**config.mk**
```make
export PLATFORM = sky130hd
export DESIGN_NAME = seg7_scan_mux
export DESIGN_NICKNAME = d
export VERILOG_FILES = /design/src/rtl/seg7_scan_mux.sv
export SDC_FILE = /design/constraint.sdc
export NUM_CORES = 1
export LEC_CHECK = 0
export ABC_AREA = 1
export CORE_UTILIZATION = 50
export DETAILED_ROUTE_END_ITERATION = 7
export GPL_TIMING_DRIVEN = 0
export PLACE_DENSITY = 0.71
export SETUP_SLACK_MARGIN = 0.5
export SKIP_LAST_GASP = 1
export SYNTH_ARGS = -nofsm -noshare
export SYNTH_HDL_FRONTEND = slang
export SYNTH_SLANG_ARGS = --single-unit
```
**constraint.sdc**
```tcl
create_clock -name clk -period 1.7 [get_ports clk]
set_clock_uncertainty 0.15 [all_clocks]
set_input_delay 0.34 -clock clk [delete_from_list [all_inputs] [get_ports clk]]
set_output_delay 0.34 -clock clk [all_outputs]
set_load 0.01 [all_outputs]
```
**src/rtl/seg7_scan_mux.sv**
```systemverilog
// rtl/seg7_scan_mux.sv - 4-digit common-anode 7-segment scan controller with frame-coherent loads
// Optional macro LEADING_ZERO_BLANK_EN blanks leading zero digits 3..1.
module seg7_scan_mux #(
  parameter int PRESCALE  = 50000,
  parameter int BLANK_CYC = 16
) (
  input  logic        clk,
  input  logic        rst_n,
  input  logic [15:0] value,
  input  logic [3:0]  dp_in,
  input  logic        load,
  output logic        load_pend,
  output logic [3:0]  bcd,
  output logic [3:0]  an,
  output logic        dp_n,
  output logic        frame_tick
);

  localparam int CMAX = (PRESCALE > BLANK_CYC) ? PRESCALE : BLANK_CYC;
  localparam int CW   = (CMAX > 0) ? $clog2(CMAX + 1) : 1;
  localparam logic [CW-1:0] P_LAST = CW'(PRESCALE);
  localparam logic [CW-1:0] B_LAST = CW'(BLANK_CYC);
  localparam logic [CW-1:0] C_ONE  = CW'(1);

  typedef enum logic {S_GAP, S_DRIVE} state_t;

  state_t        state_q, state_d;
  logic [1:0]    idx_q, idx_d;
  logic [CW-1:0] cnt_q, cnt_d;
  logic [15:0]   shadow_val_q, shadow_val_d;
  logic [3:0]    shadow_dp_q, shadow_dp_d;
  logic [15:0]   pend_val_q, pend_val_d;
  logic [3:0]    pend_dp_q, pend_dp_d;
  logic          load_pend_q, load_pend_d;
  logic [3:0]    an_q, an_d;
  logic [3:0]    bcd_q, bcd_d;
  logic          dp_n_q, dp_n_d;
  logic          tick_q, tick_d;
  logic          boundary;
  logic          lz_blank;
  logic [3:0]    nib_d;

  // Counters are 1-based within a phase: reset value 0 makes the first edge begin GAP.
  always_comb begin
    state_d  = state_q;
    idx_d    = idx_q;
    cnt_d    = cnt_q;
    boundary = 1'b0;
    case (state_q)
      S_GAP: begin
        if (BLANK_CYC == 0 || cnt_q == B_LAST) begin
          state_d = S_DRIVE;
          cnt_d   = C_ONE;
        end else begin
          cnt_d = cnt_q + C_ONE;
        end
      end
      default: begin
        if (cnt_q == P_LAST) begin
          idx_d    = idx_q + 2'd1;
          boundary = (idx_q == 2'd3);
          if (BLANK_CYC == 0) begin
            state_d = S_DRIVE;
            cnt_d   = C_ONE;
          end else begin
            state_d = S_GAP;
            cnt_d   = (cnt_q == B_LAST) ? C_ONE : C_ONE;
          end
        end else begin
          cnt_d = cnt_q + C_ONE;
        end
      end
    endcase
  end

  always_comb begin
    shadow_val_d = shadow_val_q;
    shadow_dp_d  = shadow_dp_q;
    pend_val_d   = pend_val_q;
    pend_dp_d    = pend_dp_q;
    load_pend_d  = load_pend_q;
    tick_d       = boundary;
    if (boundary) begin
      load_pend_d = 1'b0;
      if (load) begin
        shadow_val_d = value;
        shadow_dp_d  = dp_in;
      end else if (load_pend_q) begin
        shadow_val_d = pend_val_q;
        shadow_dp_d  = pend_dp_q;
      end
    end else if (load) begin
      pend_val_d  = value;
      pend_dp_d   = dp_in;
      load_pend_d = 1'b1;
    end
  end

  always_comb begin
    case (idx_d)
      2'd0:    nib_d = shadow_val_d[3:0];
      2'd1:    nib_d = shadow_val_d[7:4];
      2'd2:    nib_d = shadow_val_d[11:8];
      default: nib_d = shadow_val_d[15:12];
    endcase
  end

`ifdef LEADING_ZERO_BLANK_EN
  always_comb begin
    case (idx_d)
      2'd3:    lz_blank = (shadow_val_d[15:12] == 4'h0) && !shadow_dp_d[3];
      2'd2:    lz_blank = (shadow_val_d[15:8] == 8'h00) && !shadow_dp_d[2];
      2'd1:    lz_blank = (shadow_val_d[15:4] == 12'h000) && !shadow_dp_d[1];
      default: lz_blank = 1'b0;
    endcase
  end
`else
  assign lz_blank = 1'b0;
`endif

  always_comb begin
    an_d   = 4'b1111;
    bcd_d  = 4'hF;
    dp_n_d = 1'b1;
    if (state_d == S_DRIVE && !lz_blank) begin
      an_d   = ~(4'b0001 << idx_d);
      bcd_d  = nib_d;
      dp_n_d = ~shadow_dp_d[idx_d];
    end
  end

  always_ff @(posedge clk or negedge rst_n) begin
    if (!rst_n) begin
      state_q      <= S_GAP;
      idx_q        <= 2'd0;
      cnt_q        <= '0;
      shadow_val_q <= 16'h0000;
      shadow_dp_q  <= 4'b0000;
      pend_val_q   <= 16'h0000;
      pend_dp_q    <= 4'b0000;
      load_pend_q  <= 1'b0;
      an_q         <= 4'b1111;
      bcd_q        <= 4'hF;
      dp_n_q       <= 1'b1;
      tick_q       <= 1'b0;
    end else begin
      state_q      <= state_d;
      idx_q        <= idx_d;
      cnt_q        <= cnt_d;
      shadow_val_q <= shadow_val_d;
      shadow_dp_q  <= shadow_dp_d;
      pend_val_q   <= pend_val_d;
      pend_dp_q    <= pend_dp_d;
      load_pend_q  <= load_pend_d;
      an_q         <= an_d;
      bcd_q        <= bcd_d;
      dp_n_q       <= dp_n_d;
      tick_q       <= tick_d;
    end
  end

  assign load_pend  = load_pend_q;
  assign bcd        = bcd_q;
  assign an         = an_q;
  assign dp_n       = dp_n_q;
  assign frame_tick = tick_q;

endmodule

```
==> summary.md <==
| Metric | Value |
|---|---|
| Status | finished, violations left |
| Failing checks | hold timing, setup timing |
| Yosys reg bits | 70 |
| Total track usage | 26.5% |
| Fin. max-slew vios | 0 |
| Switching Fraction | 24.8% |
| Num rows | 30 |
| Area share of and/or/nand/nor cells after synthesis | 30.2% |
| Max-Cap Viols | 0 |
| Area Overhead vs Synth | 50.1% |
| Final min period | 1.97 ns |
| WL per Instance | 15.7 microns |
| Gate Count Post-Synth | 453 |
| Worst setup EP type | flop |
| CP arrival | around 2.1 ns |
| Fill cells | 449 |
| Pre-CTS setup slack | -0.588 ns |
| DRC viols | 0 |
| Hold Path Class | in -> async |
| Syn. warnings | 0 |
| Slew @ Worst Pin | 0.884 ns |
| Die Footprint | 7640 sq um |
| IO Pins | 34 |
| Synth unique cells | 34 |
| Hold_ws | -0.0529 ns |
| Via density | 5.31 |
| Vias | 3454 |
| Commonest non-fill, non-tap cell in the layout | nand2_1 |
| Global-route wire length before repair | about 15000 microns |
| Routability congestion estimate | 0.852 |
| Cell taking the most area after synthesis | dfrtp_1 |
| Chip Width | roughly 87 microns |
| Initial antenna violation count | 0 |
| Peak Freq | 0.509 GHz |
| Compound-gate portion of the synthesized area | 7.04% |
| Synth Cell Area | roughly 3600 sq um |
| Clk sinks | 70 |
| Post-synthesis xor/xnor area fraction | 1.44% |
| Total CTS buffers | 9 |
| Pwr Density | ~660 nW/um^2 |
| Met2 wire length | 5370 microns |
| Largest net degree at the start of global routing | 71 |
| M1 WL | 4250 microns |
| Worst-Skew Late Latency | 0.37 ns |
| NumNets Final | 576 |
| Avg Inst Size Synth | 8.05 sq um |
| Post-DRT Antenna Nets | 0 |
| Die H | 87.4 microns |
| Total wire length | 10200 microns |
| RSZ-0062 raised after global routing | true |
| Power share of the clock group | between 40 and 50% |
| CTS Buffer Depth | 2 |
| Post-synthesis adder-cell area fraction | 1.03% |
| Primary FF master, synth | dfrtp_1 |
| Largest family of logic cells by synthesized area | simple AND/OR/NAND/NOR gates |
| Crit path launch type | flop |
| Mapped Nets | 479 |
| Relative slew slack | 41.1% |
| Async SR Flop Fraction | between 90% and 100% |
| Synth top area share | 41.9% |
| EDFF count, synth | 0 |
| Combinational Power Share | under 10% |
| H-tree Lvls | 3 |
| Number of global-route vias before repair | 3295 |
| DR iter-0 viols | 154 |
| Placeable Area | 6910 sq um |
| CTS tree | done |
| Mux contribution to synthesized area | 4.02% |
| Clock-pin slew on the worst setup and hold paths | roughly 0.090 ns |
| Final worst slack | -0.266 ns |
| Port Buffer Count | 33 |
| First-pass DRT Iterations | 5 |
| Max VDD drop | 506 uV |
| Leakage | 0.00269 uW |
| Final setup fails | about 50 |
| Starting Density | 52.8% |
| DP HPWL | around 6000 microns |
| Sequential Power Share | 48.2% |
| Most frequent cells in the layout | nand2_1, dfrtp_1, inv_1 |
| Total grt overflow | 0 |
| Final hold violation count | 61 |
| Met3 wire len | approximately 340 microns |
| Worst Path Max Fanout | 5 |
| Cell-internal power | approximately 2700 uW |
| Final Cycle Share | 116% |
| Post-synthesis sequential area ratio | 48.4% |
| Largest cells by area after synthesis | dfrtp_1, nand2_1, dfstp_2 |
| Setup CP Type | reg -> reg |
| Layout cells sized above 1 | 43.8% |
| Root Driver | clkbuf_8 |
| # diodes | 0 |
| DR top layer | met4 |
| Switching pwr | 896 uW |
| Required time worst endpoint | ~1.9 ns |
power by group through the flow:
stage               clock [uW]  combinational [uW]  sequential [uW]
floorplan                    0                 131             1760
global placement             0                 242             1760
detailed placement           0                 247             1770
CTS                       1580                 284             1740
global route              1650                 336             1740
finish                    1570                 306             1740
layout make-up:
| cell class | instances | area, sq um | share of cell area [%] |
|---|---|---|---|
| clock buffers | 9 | 124 | 2.26 |
| flip-flops and latches | 70 | 1780 | 32.4 |
| multi-input cells | 312 | 2140 | 39.1 |
| repair buffers | 86 | 861 | 15.7 |
| clock inverters | 7 | 104 | 1.90 |
| plain buffers | 11 | 103 | 1.88 |
| well taps | 96 | 120 | 2.20 |
| inverters | 60 | 243 | 4.44 |
sequential cells by signal, summed over array words and instances, names as in the netlist:
name and count:
idx_q 2, shadow_dp_q 4, load_pend 1, pend_val_q 16, an 4, frame_tick 1
bcd 4, state_q 1, pend_dp_q 4, cnt_q 16, dp_n 1, shadow_val_q 16
cells by family after synthesis:
| kind of cell | Yosys count |
|---|---|
| AOI/OAI and AO/OA | 46 |
| xor gates and xnor gates | 6 |
| adders and majority gates | 3 |
| buffers and inverters | 71 |
| DFF | 70 |
| muxes | 13 |
| and+or+nand+nor | 244 |
worst paths after layout:
path,start,slack (ns),to,cells after the start
setup / recovery,cnt_q[2],-0.27,bcd[2],11
hold / removal,rst_n,-0.05,pend_dp_q[3],1
setup reg to reg,cnt_q[2],-0.27,bcd[2],11
hold reg to reg,shadow_dp_q[0],0.34,shadow_dp_q[0],2
max in group asynchronous,rst_n,0.82,cnt_q[5],1
min in group clk,shadow_dp_q[0],0.34,shadow_dp_q[0],2
stage by stage:
stage                     utilization (%)  area (sq um)  TNS, ns  std cells  total power [uW]
after floorplan                         -          3810   -0.860        453              1890
after global routing                 79.2          5470   -10.53        651              3730
final                                79.2          5470    -6.54        651              3610
after CTS                            73.3          5060    -3.70        630              3600
after detailed placement             61.6          4260   -16.37        582              2010
after global placement               61.7          4260  -163.31        582              2010
worst max-delay path, stage by stage, from the launching register on:
cell     delay, ns
dfrtp_2       0.44
nor2_2        0.18
nand2_2       0.09
nor2_4        0.19
buf_6         0.14
nand4_4       0.12
nand2_8       0.15
buf_8         0.12
nand3_1       0.08
nand2_1       0.09
nor2_2        0.05
nor2_1        0.08
metal layers:
layer  vias up  global-route usage (%)
met2        80                    45.0
met1      1708                    31.8
li1       1641                       -
met5         -                       0
met4         0                    14.0
met3        25                    5.12
Yosys cell counts (all sizes together) (4+ instances only):
cell,n
clkbuf,4
nor2,58
o21ai,27
o22ai,4
nand2,135
mux2,13
buf,7
dfstp,9
dfrtp,61
nand4,13
xor2,4
nor3,4
a21oi,14
inv,60
nand3,31
what timing repair did:
item                                    CTS  global route
pin swaps                                43            40
endpoints found under the hold margin    61             0
gates cloned                              3             0
resized for setup                       140            71
buffers inserted                         29            21
endpoints found under the setup margin   80            80
Note: power is estimated with default switching activity, not from simulation.
